<file path="src/rtl/miss_arbiter_if.sv">
// miss_arbiter_if: thread request, memory handshake, response and flush signals of the miss arbiter.
// slave is the arbiter's view; master is the view of the threads and memory around it.
interface miss_arbiter_if #(
    parameter int N_THREADS = 8,
    parameter int ADDR_W = 32,
    parameter int LINE_W = 128
);
    localparam int TW = $clog2(N_THREADS);
    logic req_valid;
    logic [TW-1:0] req_thread;
    logic req_we;
    logic [ADDR_W-1:0] req_addr;
    logic [LINE_W-1:0] req_wdata;
    logic req_ready;
    logic mem_req_valid;
    logic mem_req_we;
    logic [ADDR_W-1:0] mem_req_addr;
    logic [LINE_W-1:0] mem_req_wdata;
    logic mem_req_ready;
    logic mem_resp_valid;
    logic [LINE_W-1:0] mem_resp_data;
    logic resp_valid;
    logic [TW-1:0] resp_thread;
    logic [LINE_W-1:0] resp_data;
    logic [N_THREADS-1:0] stalled;
    logic exc_en;
    logic [TW-1:0] exc_thread;

    modport slave (
        input req_valid, req_thread, req_we, req_addr, req_wdata,
        input mem_req_ready, mem_resp_valid, mem_resp_data, exc_en, exc_thread,
        output req_ready, mem_req_valid, mem_req_we, mem_req_addr, mem_req_wdata,
        output resp_valid, resp_thread, resp_data, stalled
    );
    modport master (
        output req_valid, req_thread, req_we, req_addr, req_wdata,
        output mem_req_ready, mem_resp_valid, mem_resp_data, exc_en, exc_thread,
        input req_ready, mem_req_valid, mem_req_we, mem_req_addr, mem_req_wdata,
        input resp_valid, resp_thread, resp_data, stalled
    );
endinterface

</file>
<file path="src/rtl/miss_arbiter.sv">
// miss_arbiter: round-robin sharing of one memory port among hardware threads, one transaction in flight.
// Define MISS_ARB_WB_PRIORITY_EN to grant pending writebacks ahead of fills.
module miss_arbiter #(
    parameter int N_THREADS = 8,
    parameter int ADDR_W = 32,
    parameter int LINE_W = 128
) (
    input logic clk,
    input logic rst,
    miss_arbiter_if.slave bus
);
    localparam int TW = $clog2(N_THREADS);
    typedef enum logic [1:0] {IDLE, ISSUE, WAIT, RESP} state_t;
    state_t state, state_n;
    logic [N_THREADS-1:0] pending, slot_we, stalled;
    logic [ADDR_W-1:0] slot_addr [N_THREADS];
    logic [LINE_W-1:0] slot_wdata [N_THREADS];
    logic [TW-1:0] rr_ptr, owner, gnt_id;
    logic gnt_found, do_grant, accept, busy, killed, cur_we;
    logic [ADDR_W-1:0] cur_addr;
    logic [LINE_W-1:0] cur_wdata, resp_data_q;

    // First set bit of m strictly after p, wrapping; returns {found, index}.
    function automatic logic [TW:0] rr_pick(input logic [N_THREADS-1:0] m, input logic [TW-1:0] p);
        logic [TW:0] r;
        logic [TW-1:0] idx;
        r = '0;
        for (int i = N_THREADS; i >= 1; i--) begin
            idx = TW'((int'(p) + i) % N_THREADS);
            if (m[idx]) r = {1'b1, idx};
        end
        return r;
    endfunction

`ifdef MISS_ARB_WB_PRIORITY_EN
    logic [TW:0] wb_pick, all_pick;
    assign wb_pick = rr_pick(pending & slot_we, rr_ptr);
    assign all_pick = rr_pick(pending, rr_ptr);
    assign {gnt_found, gnt_id} = wb_pick[TW] ? wb_pick : all_pick;
`else
    assign {gnt_found, gnt_id} = rr_pick(pending, rr_ptr);
`endif

    assign do_grant = state == IDLE && gnt_found;
    assign bus.req_ready = ~pending[bus.req_thread] & ~(busy && owner == bus.req_thread);
    assign accept = bus.req_valid & bus.req_ready & ~(bus.exc_en && bus.exc_thread == bus.req_thread);

    always_comb begin
        state_n = state;
        case (state)
            IDLE:  state_n = gnt_found ? ISSUE : IDLE;
            ISSUE: state_n = bus.mem_req_ready ? WAIT : ISSUE;
            WAIT:  state_n = bus.mem_resp_valid ? RESP : WAIT;
            RESP:  state_n = IDLE;
        endcase
    end

    always_ff @(posedge clk) begin
        if (rst) state <= IDLE;
        else state <= state_n;
    end

    always_ff @(posedge clk) begin
        if (rst) begin
            pending <= '0;
            rr_ptr <= TW'(N_THREADS - 1);
        end else begin
            if (accept) pending[bus.req_thread] <= 1'b1;
            if (do_grant) begin
                pending[gnt_id] <= 1'b0;
                rr_ptr <= gnt_id;
            end
            if (bus.exc_en) pending[bus.exc_thread] <= 1'b0;
        end
    end

    always_ff @(posedge clk) begin
        if (accept) begin
            slot_we[bus.req_thread] <= bus.req_we;
            slot_addr[bus.req_thread] <= bus.req_addr;
            slot_wdata[bus.req_thread] <= bus.req_wdata;
        end
    end

    // A killed transaction still runs its memory handshake; only the thread response is suppressed.
    always_ff @(posedge clk) begin
        if (rst) begin
            busy <= 1'b0;
            owner <= '0;
            killed <= 1'b0;
            cur_we <= 1'b0;
            cur_addr <= '0;
            cur_wdata <= '0;
            resp_data_q <= '0;
        end else begin
            if (do_grant) begin
                busy <= 1'b1;
                owner <= gnt_id;
                cur_we <= slot_we[gnt_id];
                cur_addr <= slot_addr[gnt_id];
                cur_wdata <= slot_wdata[gnt_id];
                killed <= bus.exc_en && bus.exc_thread == gnt_id;
            end else if (bus.exc_en && busy && bus.exc_thread == owner) killed <= 1'b1;
            if (state == WAIT && bus.mem_resp_valid) resp_data_q <= bus.mem_resp_data;
            if (state == RESP) busy <= 1'b0;
        end
    end

    always_comb begin
        stalled = pending;
        if (busy) stalled[owner] = 1'b1;
    end

    assign bus.stalled = stalled;
    assign bus.mem_req_valid = state == ISSUE;
    assign bus.mem_req_we = cur_we;
    assign bus.mem_req_addr = cur_addr;
    assign bus.mem_req_wdata = cur_wdata;
    assign bus.resp_valid = state == RESP && !cur_we && !killed;
    assign bus.resp_thread = owner;
    assign bus.resp_data = resp_data_q;
endmodule

</file>
<file path="src/flat_wrapper.sv">
// flat-port wrapper written by rule: the top's interface ports become plain ports
module miss_arbiter_flat 
#(
    parameter int N_THREADS = 8,
    parameter int ADDR_W = 32,
    parameter int LINE_W = 128
)
  (clk, rst, bus_req_valid, bus_req_thread, bus_req_we, bus_req_addr, bus_req_wdata, bus_mem_req_ready, bus_mem_resp_valid, bus_mem_resp_data, bus_exc_en, bus_exc_thread, bus_req_ready, bus_mem_req_valid, bus_mem_req_we, bus_mem_req_addr, bus_mem_req_wdata, bus_resp_valid, bus_resp_thread, bus_resp_data, bus_stalled);
  miss_arbiter_if #(.N_THREADS(N_THREADS), .ADDR_W(ADDR_W), .LINE_W(LINE_W)) bus_i ();
  input logic clk;
  input logic rst;
  input wire logic [$bits(bus_i.req_valid)-1:0] bus_req_valid;
  input wire logic [$bits(bus_i.req_thread)-1:0] bus_req_thread;
  input wire logic [$bits(bus_i.req_we)-1:0] bus_req_we;
  input wire logic [$bits(bus_i.req_addr)-1:0] bus_req_addr;
  input wire logic [$bits(bus_i.req_wdata)-1:0] bus_req_wdata;
  input wire logic [$bits(bus_i.mem_req_ready)-1:0] bus_mem_req_ready;
  input wire logic [$bits(bus_i.mem_resp_valid)-1:0] bus_mem_resp_valid;
  input wire logic [$bits(bus_i.mem_resp_data)-1:0] bus_mem_resp_data;
  input wire logic [$bits(bus_i.exc_en)-1:0] bus_exc_en;
  input wire logic [$bits(bus_i.exc_thread)-1:0] bus_exc_thread;
  output wire logic [$bits(bus_i.req_ready)-1:0] bus_req_ready;
  output wire logic [$bits(bus_i.mem_req_valid)-1:0] bus_mem_req_valid;
  output wire logic [$bits(bus_i.mem_req_we)-1:0] bus_mem_req_we;
  output wire logic [$bits(bus_i.mem_req_addr)-1:0] bus_mem_req_addr;
  output wire logic [$bits(bus_i.mem_req_wdata)-1:0] bus_mem_req_wdata;
  output wire logic [$bits(bus_i.resp_valid)-1:0] bus_resp_valid;
  output wire logic [$bits(bus_i.resp_thread)-1:0] bus_resp_thread;
  output wire logic [$bits(bus_i.resp_data)-1:0] bus_resp_data;
  output wire logic [$bits(bus_i.stalled)-1:0] bus_stalled;
  assign bus_i.req_valid = bus_req_valid;
  assign bus_i.req_thread = bus_req_thread;
  assign bus_i.req_we = bus_req_we;
  assign bus_i.req_addr = bus_req_addr;
  assign bus_i.req_wdata = bus_req_wdata;
  assign bus_i.mem_req_ready = bus_mem_req_ready;
  assign bus_i.mem_resp_valid = bus_mem_resp_valid;
  assign bus_i.mem_resp_data = bus_mem_resp_data;
  assign bus_i.exc_en = bus_exc_en;
  assign bus_i.exc_thread = bus_exc_thread;
  assign bus_req_ready = bus_i.req_ready;
  assign bus_mem_req_valid = bus_i.mem_req_valid;
  assign bus_mem_req_we = bus_i.mem_req_we;
  assign bus_mem_req_addr = bus_i.mem_req_addr;
  assign bus_mem_req_wdata = bus_i.mem_req_wdata;
  assign bus_resp_valid = bus_i.resp_valid;
  assign bus_resp_thread = bus_i.resp_thread;
  assign bus_resp_data = bus_i.resp_data;
  assign bus_stalled = bus_i.stalled;
  miss_arbiter #(.N_THREADS(N_THREADS), .ADDR_W(ADDR_W), .LINE_W(LINE_W)) u_core (.clk(clk), .rst(rst), .bus(bus_i));
endmodule
</file>
<file path="config.mk">
export PLATFORM = sky130hd
export DESIGN_NAME = miss_arbiter_flat
export DESIGN_NICKNAME = d
export VERILOG_FILES = /design/src/rtl/miss_arbiter_if.sv /design/src/rtl/miss_arbiter.sv /design/src/flat_wrapper.sv
export SDC_FILE = /design/constraint.sdc
export NUM_CORES = 2
export LEC_CHECK = 0
export ABC_AREA = 0
export CAP_MARGIN = 20
export CORE_ASPECT_RATIO = 0.75
export CORE_MARGIN = 2
export CORE_UTILIZATION = 31
export CTS_CLUSTER_DIAMETER = 150
export DETAILED_ROUTE_END_ITERATION = 6
export SLEW_MARGIN = 20
export SYNTH_ARGS = -nofsm -noshare
export SYNTH_HDL_FRONTEND = slang
export SYNTH_SLANG_ARGS = --single-unit
</file>
<file path="constraint.sdc">
create_clock -name clk -period 28.3 [get_ports clk]
set_input_delay 2.83 -clock clk [delete_from_list [all_inputs] [get_ports clk]]
set_output_delay 2.83 -clock clk [all_outputs]
set_load 0.1 [all_outputs]
</file>
After elaboration in Yosys (flattened, before gate mapping)
Memories as Yosys holds them, arrays and structs flattened. A register that Yosys moved wholly into a read port is not among the register bits.
Index checks and enable logic that the tools add are counted.
{"block": "totals", "ram_bits": 1280, "mem_count": 2, "input_bits": 301, "word_cells": 123, "out_inout_bits": 303, "register_bits": 155}
{"name": "u_core.slot_wdata", "depth": 8, "word_bits": 128, "rd": 1, "rd_ports_with_merged_regs": 1, "wr": 1, "line_no": "miss_arbiter.sv:17", "text": "logic [LINE_W-1:0] slot_wdata [N_THREADS];"}
{"name": "u_core.slot_addr", "depth": 8, "word_bits": 32, "rd": 1, "rd_ports_with_merged_regs": 1, "wr": 1, "line_no": "miss_arbiter.sv:16", "text": "logic [ADDR_W-1:0] slot_addr [N_THREADS];"}
{"block": "op_classes", "n_lt_le_gt_ge": 16, "addsub": 8, "eq_ne": 7, "reduce_logical": 18, "n_bitwise": 12, "mux": 51}
{"cell": "< comparator 3 x 4 -> 1 bit (second input constant)", "count": 12}
{"cell": "2-to-1 mux 8 bit", "count": 6}
{"cell": "2-to-1 mux 4 bit", "count": 8}
{"cell": "binary-select mux 1 bit (select 3 bit)", "count": 10}
{"cell": "2-to-1 mux 1 bit", "count": 20}
{"cell": "AND 8 bit", "count": 2}
{"cell": "NOT 8 bit", "count": 2}
{"cell": "bitwise OR 8 bit", "count": 2}
{"cell": "logical AND 1 bit", "count": 13}
{"cell": "adder 3 bit (second input constant)", "count": 4}
{"cell": "demux 1 bit (select 3 bit)", "count": 4}
{"cell": "== test 3 bit", "count": 4}
{"cell": "greater-or-equal comparator 3 x 1 -> 1 bit (second input constant)", "count": 4}
{"cell": "bitwise mux 8 bit", "count": 1}
{"cell": "case mux 2 bit (4 select lines)", "count": 1}
{"cell": "adder 3 x 1 -> 3 bit (second input constant)", "count": 2}
{"cell": "adder 3 x 2 -> 3 bit (second input constant)", "count": 2}
{"cell": "== test 2 bit (second input constant)", "count": 2}
{"cell": "AND 1 bit", "count": 3}
{"cell": "NOT 1 bit", "count": 3}
{"cell": "== test 2 x 1 -> 1 bit (second input constant)", "count": 1}
{"cell": "zero test 1 bit", "count": 2}
{"cell": "zero test 2 bit", "count": 1}
{"cell": "2-to-1 mux 2 bit", "count": 1}
{"cell": "2 further kinds", "count": 2}

Logic depth before layout (Yosys ltp)
{"block": "depth", "word_depth": 21, "ltp_mapped": 17}

Worst setup path before layout
Ideal clock, no wire load.
{"block": "synth_timing", "path_kind": "in2reg", "start": "input port bus_req_thread[1]", "end": "register u_core.pending[0]", "cell_stages": 9, "t_arrival_ps": 16560, "path_buffers": 1, "t_required_ps": 28186, "setup_slack_ps": 11626, "cell_sequence": "clkbuf_1 mux2i_1 nor2_1 a311oi_1 o21a_1 nand4b_1 nor3_1 o21ai_0 a31oi_1"}
{"block": "synth_via", "elab_chain_len": 13, "elab_cells_between_ends": 25, "classes_between": "order compare: 2; eq/ne: 2; mux: 9; bitwise: 9; reduce/logical: 3"}
{"element": "start, declared", "line_no": "flat_wrapper.sv:13", "text": "input wire logic [$bits(bus_i.req_thread)-1:0] bus_req_thread;"}
{"element": "binary-select mux 1 bit (select 3 bit) or == test 3 bit (tied branches)", "line_no": "miss_arbiter.sv:45", "text": "assign bus.req_ready = ~pending[bus.req_thread] & ~(busy && owner == bus.req_thread);"}
{"element": "2-to-1 mux 1 bit (implied by the code) or logical AND 1 bit (tied branches)", "line_no": "miss_arbiter.sv:45"}
{"element": "NOT 1 bit", "line_no": "miss_arbiter.sv:45"}
{"element": "AND 1 bit (*)", "line_no": "miss_arbiter.sv:45"}
{"element": "net bus_req_ready", "line_no": "flat_wrapper.sv:22", "text": "output wire logic [$bits(bus_i.req_ready)-1:0] bus_req_ready;"}
{"element": "AND 1 bit (*) (2 in a row)", "line_no": "miss_arbiter.sv:46", "text": "assign accept = bus.req_valid & bus.req_ready & ~(bus.exc_en && bus.exc_thread == bus.req_thread);"}
{"element": "2-to-1 mux 8 bit (*)", "line_no": "miss_arbiter.sv:68", "text": "if (accept) pending[bus.req_thread] <= 1'b1;"}
{"element": "2-to-1 mux 8 bit (*)", "line_no": "miss_arbiter.sv:64", "text": "if (rst) begin"}
{"element": "AND 8 bit (no line)"}
{"element": "2-to-1 mux 8 bit (*)", "line_no": "miss_arbiter.sv:69", "text": "if (do_grant) begin"}
{"element": "2-to-1 mux 8 bit (*)", "line_no": "miss_arbiter.sv:64"}
{"element": "AND 8 bit (no line)"}
{"element": "2-to-1 mux 8 bit (*)", "line_no": "miss_arbiter.sv:73", "text": "if (bus.exc_en) pending[bus.exc_thread] <= 1'b0;"}
{"element": "end signal, assigned", "line_no": "miss_arbiter.sv:65", "text": "pending <= '0;"}
{"element": "end signal, assigned by index", "line_no": "miss_arbiter.sv:70", "text": "pending[gnt_id] <= 1'b0;"}
{"element": "end signal, assigned by index", "line_no": "miss_arbiter.sv:73"}
{"element": "end, declared", "line_no": "miss_arbiter.sv:15", "text": "logic [N_THREADS-1:0] pending, slot_we, stalled;"}
The timed path passes the listed nets; every way through them passes the cells marked *. The select of a mux whose other input is x is not followed.
A chain may end at the register's enable or synchronous reset.

Worst setup path in the final report
{"block": "layout_timing", "start": "input port bus_req_thread[1]", "end": "output port bus_req_ready"}
{"block": "layout_via", "elab_chain_len": 4, "elab_cells_between_ends": 7, "classes_between": "eq/ne: 1; mux: 2; bitwise: 3; reduce/logical: 1"}
{"element": "binary-select mux 1 bit (select 3 bit) or == test 3 bit (tied branches)", "line_no": "miss_arbiter.sv:45"}
{"element": "2-to-1 mux 1 bit (implied by the code) or logical AND 1 bit (tied branches)", "line_no": "miss_arbiter.sv:45"}
{"element": "NOT 1 bit", "line_no": "miss_arbiter.sv:45"}
{"element": "AND 1 bit (*)", "line_no": "miss_arbiter.sv:45"}
{"element": "end, declared", "line_no": "flat_wrapper.sv:22"}
Mark *: on every way between the ends. The rest lies on a longest branch, timed or not. The select of a mux whose other input is x is not followed.

==> results by group <==
STA
  – # setup viols final: 0
  – Setup_tns: 0 ps
  – Hold Fails Final Rpt: 0
  – Actual slew at the worst max-slew pin: 1160 ps
  – Worst slew margin: 22.6%
  – Max Clock Skew: 29.0 ps
  – Period utilisation layout: between 30% and 40%
  – RSZ-0062 raised after global routing: false
  – Slew Viols, Final: 0
  – Min Tclk post-route: 8890 ps
  – Highest clock rate: 0.112 GHz

Layout
  – Area Overhead vs Synth: 22.7%
  – Fillers: 18707
  – Reg area: around 45000 um^2
  – Layout cell share with drive strength beyond 1: 10.6%
  – Multi-input gate area: 16300 um^2
  – NumNets Final: 5330
  – Fin area: 76700 um^2

Drt
  – Vias/cell: 5.29
  – DR vias: 41427
  – Remaining DRCs: 0
  – Wirelength, routed: slightly below 200000 um
  – Drt initial violations: 4186
  – Post-DRT Antenna Nets: 0
  – 1st-pass router iterations: 7
  – Average wire per standard cell: 25.4 um

Floorplanning
  – Core ar.: 200000 um^2
  – Die footprint: 205000 um^2
  – # IOs: 604
  – Die height: 393 um
  – Starting Density: between 30% and 40%
  – Die width: 522 um
  – Row count: 142

Power and ir drop
  – Peak supply drop: between 200 and 250 uV
  – Power density cells: between 100 and 150 nW/um^2
  – Static leakage: 25.0 nW

Yosys
  – Post-synth EDFFs: 1288
  – Mapped Cells: 4537
  – Mean area per synthesized cell: 13.8 um^2
  – Top_reg_cell synth: edfxtp_1
  – Sequential fraction of the synthesis area: between 70% and 80%
  – Synthesized net count: 4840
  – Distinct cell type count after synthesis: 63
  – Synth Cell Area: 62500 um^2
  – Ys async rst share: 0%
  – Count of state elements after synthesis: 1595
  – YS warnings: 0

Global routing
  – Total gr overflow: 0
  – Number of global-route vias before repair: between 40000 and 50000
  – Gr usage total: 18.7%
  – Largest net degree at the start of global routing: 137
  – Antenna violations before repair: 33
  – Global-route wire length before repair: 283000 um

Clock tree
  – H-tree Lvls: 4
  – Clock latency on the worst-skew pair: 800 ps
  – CTS buffer count: 159
  – CTS Hold Bufs: 0
  – Root Driver: clkbuf_16
  – PostCTS Resize Cnt: 0
  – Clock Path Buffers: 3
  – Reg clk slew, reported paths: 50 ps
  – Post-CTS Setup Inserts: 0
  – Clock Sinks: about 1600
  – CTS tree: built

Critical path
  – Arrival time worst endpoint: 6060 ps
  – Kind of cell adding the most delay to the critical path: buffers and inverters
  – Critical path required time: 25470 ps
  – CP dominant cell by count: clkdlybuf4s50_1
  – R2r setup slk: 22000 ps
  – Setup crit start kind: input pin
  – Worst path cell trace: clkdlybuf4s50_1 -> mux2i_1 -> nor2_1 -> a311oi_1 -> o21a_1 -> clkdlybuf4s50_1
  – Worst path bufs/invs: 2
  – Worst path slowest cell: clkdlybuf4s50_1
  – Worst Path Max Fanout: 11
  – Worst path max stage delay: 1190 ps
  – Crit path capture type: primary output
  – WS Path Type: input pin to primary output

Run
  – Number of max-cap violations: 0

Hold path
  – Worst min path class: flop to flop

Placement
  – Post-DP Area: 71200 um^2
  – Hpwl dp: between 100000 and 150000 um
  – Count of input and output buffers: 603
  – RePlAce Congestion: 0.825

Run status
  – Status: completed
power breakdown:
part	leakage [nW]	internal [W]	switching, W
logic	8.21	0.00114	0.00269
registers	14.2	0.00266	0.0000922
clock network	2.63	0.00126	0.000914
total	25.0	0.00506	0.00370
per-stage QoR:
stage / setup WS [ps] / instances / hold slack (ps) / power, W / util (%)
floorplan: 11630 / 4537 / 494 / 0.00539 / -
global placement: 19380 / 7530 / 442 / 0.00662 / 35.6
detailed placement: 19380 / 7530 / 447 / 0.00665 / 35.6
CTS: 19370 / 7827 / 455 / 0.00882 / 38.3
global route: 19340 / 7835 / 469 / 0.00915 / 38.3
finish: 19410 / 7836 / 452 / 0.00876 / 38.3
worst paths after layout:
path	startpoint	endpoint	cells past startpoint
max	bus_req_thread[1]	bus_req_ready	6
min	u_core.bus.resp_data[26]	u_core.bus.resp_data[26]	2
max reg2reg	u_core.rr_ptr[1]	u_core.bus.mem_req_wdata[38]	14
min reg2reg	u_core.bus.resp_data[26]	u_core.bus.resp_data[26]	2
worst min-delay path, delay by kind of cell, from the launching register on:
family          cells  cell delay [ps]
flops               1              300
simple gates        1               50
compound gates      1               50
logic make-up (layout without fill, tap and decap cells):
logic type,after synthesis,in the layout,synth area share [%]
DFF,1595,1595,71.7
and+or+nand+nor,1282,1282,8.90
AOI/OAI and AO/OA,982,982,11.1
buffers and inverters,366,992,2.44
muxes,295,295,5.54
xor gates and xnor gates,15,15,0.210
adders and majority gates,2,2,0.0401
other,0,9,0
sequential cells by signal, indices dropped and copies added, names as in the netlist:
register                  cells
u_core.bus.mem_req_we         1
u_core.slot_we                8
u_core.bus.mem_req_addr      32
u_core.slot_wdata          1024
u_core.bus.resp_thread        3
u_core.pending                8
u_core.state                  2
u_core.busy                   1
u_core.killed                 1
u_core.bus.mem_req_wdata    128
u_core.rr_ptr                 3
u_core.bus.resp_data        128
u_core.slot_addr            256
cells in the final DEF, fill, tap and decap left out, drive strengths merged, types with 5 or more instances in the layout:
master	instances
nand3	212
nand2	615
mux2	124
buf	97
nor2	265
inv	15
clkdlybuf4s50	590
mux2i	143
nor4	63
dfxtp	307
clkinv	51
diode	9
a21oi	245
mux4	28
a31oi	12
clkbuf	221
nor3	13
nand2b	5
and3	88
a22o	212
bufinv	15
a31o	44
a221oi	127
xnor2	12
a311oi	114
o21ai	196
edfxtp	1288
nor2b	8
per-layer routing:
metal | track usage [%] | wire length, um
met5 | 0 | 202
met4 | 5.36 | 4940
met3 | 5.04 | 17300
met2 | 30.1 | 92100
met1 | 24.7 | 84100
final cells by class:
cell class | count | share of cell area, %
multi-input combinational | 2576 | 21.3
antenna | 9 | 0.0294
timing repair buffer | 687 | 8.76
tap | 2664 | 4.35
inverter | 8 | 0.0392
clock inverter | 76 | 1.14
sequential | 1595 | 58.5
clock buffer | 221 | 5.88
synthesized netlist by cell type, drive strengths merged, types with 3 or more instances:
cell	count	area, um^2
a22o	212	1860
a41oi	3	26.3
or3	3	18.8
edfxtp	1288	38700
xor2	3	26.3
mux2i	143	1430
o31a	3	26.3
nor2	265	1000
a41o	3	30.0
nor2b	8	50.1
a311oi	114	998
a31o	44	385
clkbuf	241	905
mux4	28	631
buf	117	591
o21a	4	30.0
dfxtp	307	6150
a21oi	245	1230
o21ai	196	981
a221oi	127	1110
nor3	13	75.1
nand2	615	2310
inv	8	30.0
and3	88	551
nor4	63	394
xnor2	12	105
a31oi	12	75.1
nand4	3	18.8
nand2b	5	31.3
a22oi	3	27.5
nand3	212	1060
and2	3	18.8
mux2	124	1400
Note: power is estimated with default switching activity, not from simulation.
